`src/rtl/mem_arbiter_pkg.sv`:
```
// Shared types and constants for the IFU/LSU memory arbiter.
// MEM_ARB_RR_EN selects round-robin arbitration instead of fixed LSU priority.
package mem_arbiter_pkg;

    typedef enum logic [1:0] {
        ST_IDLE = 2'd0,
        ST_REQ  = 2'd1,
        ST_WAIT = 2'd2,
        ST_RESP = 2'd3
    } arb_state_t;

    localparam logic REQ_IFU = 1'b0;
    localparam logic REQ_LSU = 1'b1;

    localparam int STRB_W = 4;

    function automatic int strb_width(input int data_w);
        return data_w / 8;
    endfunction

endpackage

```
`src/rtl/mem_arbiter_pick.sv`:
```
// Two-way request picker; grant[0]=IFU, grant[1]=LSU, one-hot or zero.
// MEM_ARB_RR_EN: on contention the requester not granted last wins.
module arb_pick
    import mem_arbiter_pkg::*;
(
    input  logic [1:0] valid,
    input  logic       last_grant,
    output logic [1:0] grant
);

`ifdef MEM_ARB_RR_EN
    // Alternate on contention, otherwise serve whoever is asking.
    always_comb begin
        grant = 2'b00;
        case (valid)
            2'b11:   grant = (last_grant == REQ_LSU) ? 2'b01 : 2'b10;
            2'b10:   grant = 2'b10;
            2'b01:   grant = 2'b01;
            default: grant = 2'b00;
        endcase
    end
`else
    logic unused_last_grant;
    assign unused_last_grant = last_grant;

    // LSU always wins on contention.
    always_comb begin
        grant = 2'b00;
        case (valid)
            2'b11:   grant = 2'b10;
            2'b10:   grant = 2'b10;
            2'b01:   grant = 2'b01;
            default: grant = 2'b00;
        endcase
    end
`endif

endmodule

```
`src/rtl/mem_arbiter.sv`:
```
// Arbiter/sequencer for the shared memory port: one outstanding transaction.
// MEM_ARB_RR_EN adds a last-grant flop and round-robin arbitration.
module mem_arbiter
    import mem_arbiter_pkg::*;
#(
    parameter int ADDR_W = 32,
    parameter int DATA_W = 32
) (
    input  logic                clk,
    input  logic                rst,

    input  logic                ifu_req_valid,
    output logic                ifu_req_ready,
    input  logic [ADDR_W-1:0]   ifu_addr,
    output logic                ifu_resp_valid,
    output logic [DATA_W-1:0]   ifu_rdata,

    input  logic                lsu_req_valid,
    output logic                lsu_req_ready,
    input  logic [ADDR_W-1:0]   lsu_addr,
    input  logic                lsu_wen,
    input  logic [DATA_W-1:0]   lsu_wdata,
    input  logic [DATA_W/8-1:0] lsu_wstrb,
    output logic                lsu_resp_valid,
    output logic [DATA_W-1:0]   lsu_rdata,

    output logic                mem_req_valid,
    input  logic                mem_req_ready,
    output logic [ADDR_W-1:0]   mem_addr,
    output logic                mem_wen,
    output logic [DATA_W-1:0]   mem_wdata,
    output logic [DATA_W/8-1:0] mem_wstrb,
    input  logic                mem_resp_valid,
    input  logic [DATA_W-1:0]   mem_rdata
);

    localparam int SW = strb_width(DATA_W);

    arb_state_t        state_q;
    arb_state_t        state_d;
    logic              owner_q;
    logic              accept;
    logic              idle;
    logic [1:0]        grant;
    logic              last_grant;

    logic [ADDR_W-1:0] addr_q;
    logic              wen_q;
    logic [DATA_W-1:0] wdata_q;
    logic [SW-1:0]     wstrb_q;
    logic [DATA_W-1:0] ifu_rdata_q;
    logic [DATA_W-1:0] lsu_rdata_q;

    assign idle = (state_q == ST_IDLE);

    arb_pick u_pick (
        .valid      ({lsu_req_valid, ifu_req_valid}),
        .last_grant (last_grant),
        .grant      (grant)
    );

`ifdef MEM_ARB_RR_EN
    logic last_grant_q;

    // Remember who won the most recent accept.
    always_ff @(posedge clk or posedge rst) begin
        if (rst) begin
            last_grant_q <= REQ_IFU;
        end else if (accept) begin
            last_grant_q <= grant[1] ? REQ_LSU : REQ_IFU;
        end
    end

    assign last_grant = last_grant_q;
`else
    assign last_grant = REQ_IFU;
`endif

    // State register.
    always_ff @(posedge clk or posedge rst) begin
        if (rst) begin
            state_q <= ST_IDLE;
        end else begin
            state_q <= state_d;
        end
    end

    // Next state; responses outside WAIT are ignored.
    always_comb begin
        state_d = state_q;
        accept  = 1'b0;
        unique case (state_q)
            ST_IDLE: begin
                if (|grant) begin
                    accept  = 1'b1;
                    state_d = ST_REQ;
                end
            end
            ST_REQ: begin
                if (mem_req_ready) begin
                    state_d = ST_WAIT;
                end
            end
            ST_WAIT: begin
                if (mem_resp_valid) begin
                    state_d = ST_RESP;
                end
            end
            ST_RESP: begin
                state_d = ST_IDLE;
            end
            default: begin
                state_d = ST_IDLE;
            end
        endcase
    end

    // Latch the winning request; IFU fetches carry no write payload.
    always_ff @(posedge clk or posedge rst) begin
        if (rst) begin
            owner_q <= REQ_IFU;
            addr_q  <= '0;
            wen_q   <= 1'b0;
            wdata_q <= '0;
            wstrb_q <= '0;
        end else if (accept) begin
            if (grant[1]) begin
                owner_q <= REQ_LSU;
                addr_q  <= lsu_addr;
                wen_q   <= lsu_wen;
                wdata_q <= lsu_wdata;
                wstrb_q <= lsu_wstrb;
            end else begin
                owner_q <= REQ_IFU;
                addr_q  <= ifu_addr;
                wen_q   <= 1'b0;
                wdata_q <= '0;
                wstrb_q <= '0;
            end
        end
    end

    // Capture read data for the owner; stores complete with zero data.
    always_ff @(posedge clk or posedge rst) begin
        if (rst) begin
            ifu_rdata_q <= '0;
            lsu_rdata_q <= '0;
        end else if ((state_q == ST_WAIT) && mem_resp_valid) begin
            if (owner_q == REQ_LSU) begin
                lsu_rdata_q <= wen_q ? '0 : mem_rdata;
            end else begin
                ifu_rdata_q <= mem_rdata;
            end
        end
    end

    assign ifu_req_ready  = idle & grant[0] & ~rst;
    assign lsu_req_ready  = idle & grant[1] & ~rst;

    assign mem_req_valid  = (state_q == ST_REQ);
    assign mem_addr       = addr_q;
    assign mem_wen        = wen_q;
    assign mem_wdata      = wdata_q;
    assign mem_wstrb      = wstrb_q;

    assign ifu_resp_valid = (state_q == ST_RESP) && (owner_q == REQ_IFU);
    assign lsu_resp_valid = (state_q == ST_RESP) && (owner_q == REQ_LSU);
    assign ifu_rdata      = ifu_rdata_q;
    assign lsu_rdata      = lsu_rdata_q;

endmodule

```
`config.mk`:
```
export PLATFORM = sky130hd
export DESIGN_NAME = mem_arbiter
export DESIGN_NICKNAME = d
export VERILOG_FILES = /design/src/rtl/mem_arbiter_pkg.sv /design/src/rtl/mem_arbiter_pick.sv /design/src/rtl/mem_arbiter.sv
export SDC_FILE = /design/constraint.sdc
export NUM_CORES = 1
export LEC_CHECK = 0
export CAP_MARGIN = 30
export CORE_MARGIN = 8
export CORE_UTILIZATION = 37
export CTS_CLUSTER_DIAMETER = 100
export DETAILED_ROUTE_END_ITERATION = 8
export PLACE_DENSITY = 0.83
export SLEW_MARGIN = 25
export SYNTH_ARGS = -nofsm -noshare
export SYNTH_HDL_FRONTEND = slang
export SYNTH_SLANG_ARGS = --single-unit
```
`constraint.sdc`:
```
create_clock -name clk -period 5.3 [get_ports clk]
set_input_delay 1.06 -clock clk [delete_from_list [all_inputs] [get_ports clk]]
set_output_delay 1.06 -clock clk [all_outputs]
set_load 0.05 [all_outputs]
```
==> metrics.log <==
[metrics] highest net fanout along the worst path: 74
[metrics] leakage component of the power: 0.004163 uW
[metrics] unrepaired setup endpoints after global routing: no
[metrics] Max-cap violations: 0
[metrics] most frequent standard cell in the layout excluding fill and tap cells: clkdlybuf4s50_1
[metrics] number of antenna violations at the first check in global routing: 0
[metrics] drt drc: 0
[metrics] buffer and inverter count on the worst path: 2
[metrics] final antenna diode count: 0
[metrics] share of the clock period used by the worst path: 74.32%
[metrics] Slowest Stage Delay on Critical Path: 800 ps
[metrics] mapped cell area: 5639 um^2
[metrics] largest net degree at the start of global routing: 103
[metrics] maximum vdd ir drop: 0.0005282 V
[metrics] hold path startpoint: mem_wdata[12]
[metrics] setup_tns: 0 ps
[metrics] largest delay contributor family on the critical path: buffers and inverters
[metrics] core region area: 15030 um^2
[metrics] Hold Violations, Final: 0
[metrics] CP max stage cell: clkdlybuf4s50_1
[metrics] clock latency reported for the late side of the worst-skew pair: 410 ps
[metrics] overflow left after global routing: 0
[metrics] root buf cell: clkbuf_16
[metrics] Post-Layout Inst Area: 9178 um^2
[metrics] deepest level of the CTS H-tree: 4
[metrics] number of violations reported at the end of detailed-routing iteration 0: 213
[metrics] maximum operating frequency: 253.9 MHz
[metrics] routed via count: 4696
[metrics] sink count of the clock tree: 136
[metrics] first drt pass iteration count: 4
[metrics] Worst Path Arrival: 2880 ps
[metrics] CTS Hold Bufs: 0
[metrics] P&R area growth vs syn: 62.75%
[metrics] Worst Setup End Kind: output pin
[metrics] net count after synthesis: 675
[metrics] global router's overall resource usage: 18.46%
[metrics] I/O Buffers: 276
[metrics] Post-Route WL: 17450 um
[metrics] Distinct cells, synth: 22
[metrics] Setup Buffers After CTS: 0
[metrics] Worst EP required: 4240 ps
[metrics] fraction of layout cells with a size suffix above 1: 9.236%
[metrics] Worst Max-Slew Pin Slew: 962.2 ps
[metrics] antenna viol nets, final: 0
[metrics] placer congestion estimate: 0.7331
[metrics] chip width: 139.5 um
[metrics] CTS tree: yes
[metrics] outcome: finished clean
[metrics] maximum number of buffers from clock root to sink: 2
[metrics] Die Y: 139.5 um
[metrics] Relative slew margins: 35.85%
[metrics] post-cts gate resize count: 0
[metrics] wire length of the first global-routing pass: 28320 um
[metrics] sum of internal, switching and leakage power: 6817 uW
[metrics] critical path start-end classification: in -> out
[metrics] series of cell instances along the critical path: buf_4, and3_1, clkdlybuf4s50_1
[metrics] placement-stage cell area: 8601 um^2
[metrics] Syn Inst Count: 531
[metrics] flops & latches, synth: 136
[metrics] nets: 943
[metrics] starting density of the core: 37.51%
[metrics] full die area: 19450 um^2
[metrics] worst setup skew after layout: 5.900 ps
[metrics] Tightest Hold Check Type: reg -> reg
[metrics] leading cell types in the layout, fill and taps excluded: 275 x clkdlybuf4s50_1, 141 x nand2_1, 136 x dfrtp_1
[metrics] origin of the worst setup path: lsu_req_valid
[metrics] Pwr per Cell Area: 742.8 nW/um^2
[metrics] crit path time final: 3939 ps
[metrics] type of origin of the critical path: input pin
[metrics] sequential-to-total area share from yosys stat: 60.35%
[metrics] placed wire-length estimate: 12940 um
[metrics] number of synthesis warnings: 0
[metrics] number of max-slew violations in the final report: 0
[metrics] number of global-route vias before repair: 5127
[metrics] syn_area_per_cell: 10.62 um^2
[metrics] Vias per Instance: 4.696
[metrics] Row Count: 45
[metrics] count of boundary I/O pins: 277
[metrics] post-DR wirelength/cell: 17.45 um
[metrics] Crit Reg-Reg Startpoint: state_q[0]
[metrics] final setup violation count: 0
[metrics] CTS clk-pin slew, worst paths: 60 ps
[metrics] total CTS buffers: 17
cells in the mapped netlist (all sizes together):
cell | instances | share of area [%]
inv | 5 | 0.33
nand2b | 32 | 3.5
and3 | 1 | 0.11
nand3 | 38 | 3.4
ha | 5 | 1.1
nand3b | 1 | 0.13
nor4bb | 1 | 0.18
buf | 17 | 1.5
nor2 | 2 | 0.13
nand2 | 141 | 9.4
a222oi | 1 | 0.18
and2 | 1 | 0.11
o21ai | 65 | 5.8
mux2i | 33 | 5.9
clkbuf | 18 | 1.2
dfrtp | 136 | 60
nor2b | 1 | 0.11
mux2 | 33 | 6.6
flip-flops by register name (all words and copies together) (netlist names):
name	flops
owner_q	1
mem_wdata	32
lsu_rdata	32
mem_addr	32
state_q	2
mem_wen	1
ifu_rdata	32
mem_wstrb	4
worst register-to-register path, cell delays in order, from the launching register on:
cell and delay, ps:
dfrtp_1 390, inv_1 130, ha_1 270, nand3_2 500, buf_16 380, o21ai_0 220
layout make-up:
class                   instances  area, um^2
flip-flops and latches        136        3403
fillers                      1228        5856
repair buffers                284        2860
inverters                       5       22.52
multi-input cells             355        2079
clock inverters                10       92.59
well taps                     188       235.2
clock buffers                  22       484.2
metal layers:
metal,GRT usage (%),up-vias,share of wire [%]
met5,0,-,0
met4,6.759,0,1.8
met3,8.311,23,10
met2,29.86,193,48
met1,21.16,2187,40
li1,-,2293,-
kinds of logic after synthesis:
family                     count (synthesis)  share of synthesized area [%]
and+or+nand+nor                          218                          17.08
adders and majority gates                  5                          1.109
muxes                                     66                          12.45
buffers and inverters                     40                          3.062
DFF                                      136                          60.35
AOI/OAI and AO/OA                         66                          5.946
final timing paths:
kind,end,slack [ps],depth (start not counted)
max in group asynchronous,lsu_rdata[10],2840,5
worst max-delay path,lsu_req_ready,1360,3
worst min register to register,mem_wdata[12],460,2
worst min-delay path,mem_wdata[12],460,2
min in group asynchronous,mem_wdata[20],1260,3
worst max register to register,lsu_rdata[13],3320,5
per-stage QoR:
stage / hold slack, ps / setup slack, ps / utilization (%) / cells
after floorplan: 495.2 / 407.8 / - / 531
after global placement: 448.1 / 1342 / 56.85 / 966
after detailed placement: 454.4 / 1358 / 57.21 / 968
after CTS: 467.6 / 1343 / 61.05 / 1000
after global routing: 480.0 / 1270 / 61.05 / 1000
final: 462.9 / 1361 / 61.05 / 1000
report_power, final:
| group | switching (uW) | internal [uW] |
|---|---|---|
| sequential | 269 | 1540 |
| combinational | 2590 | 1280 |
| clock | 442 | 695 |
No activity file was read; power rests on OpenSTA's default activity.
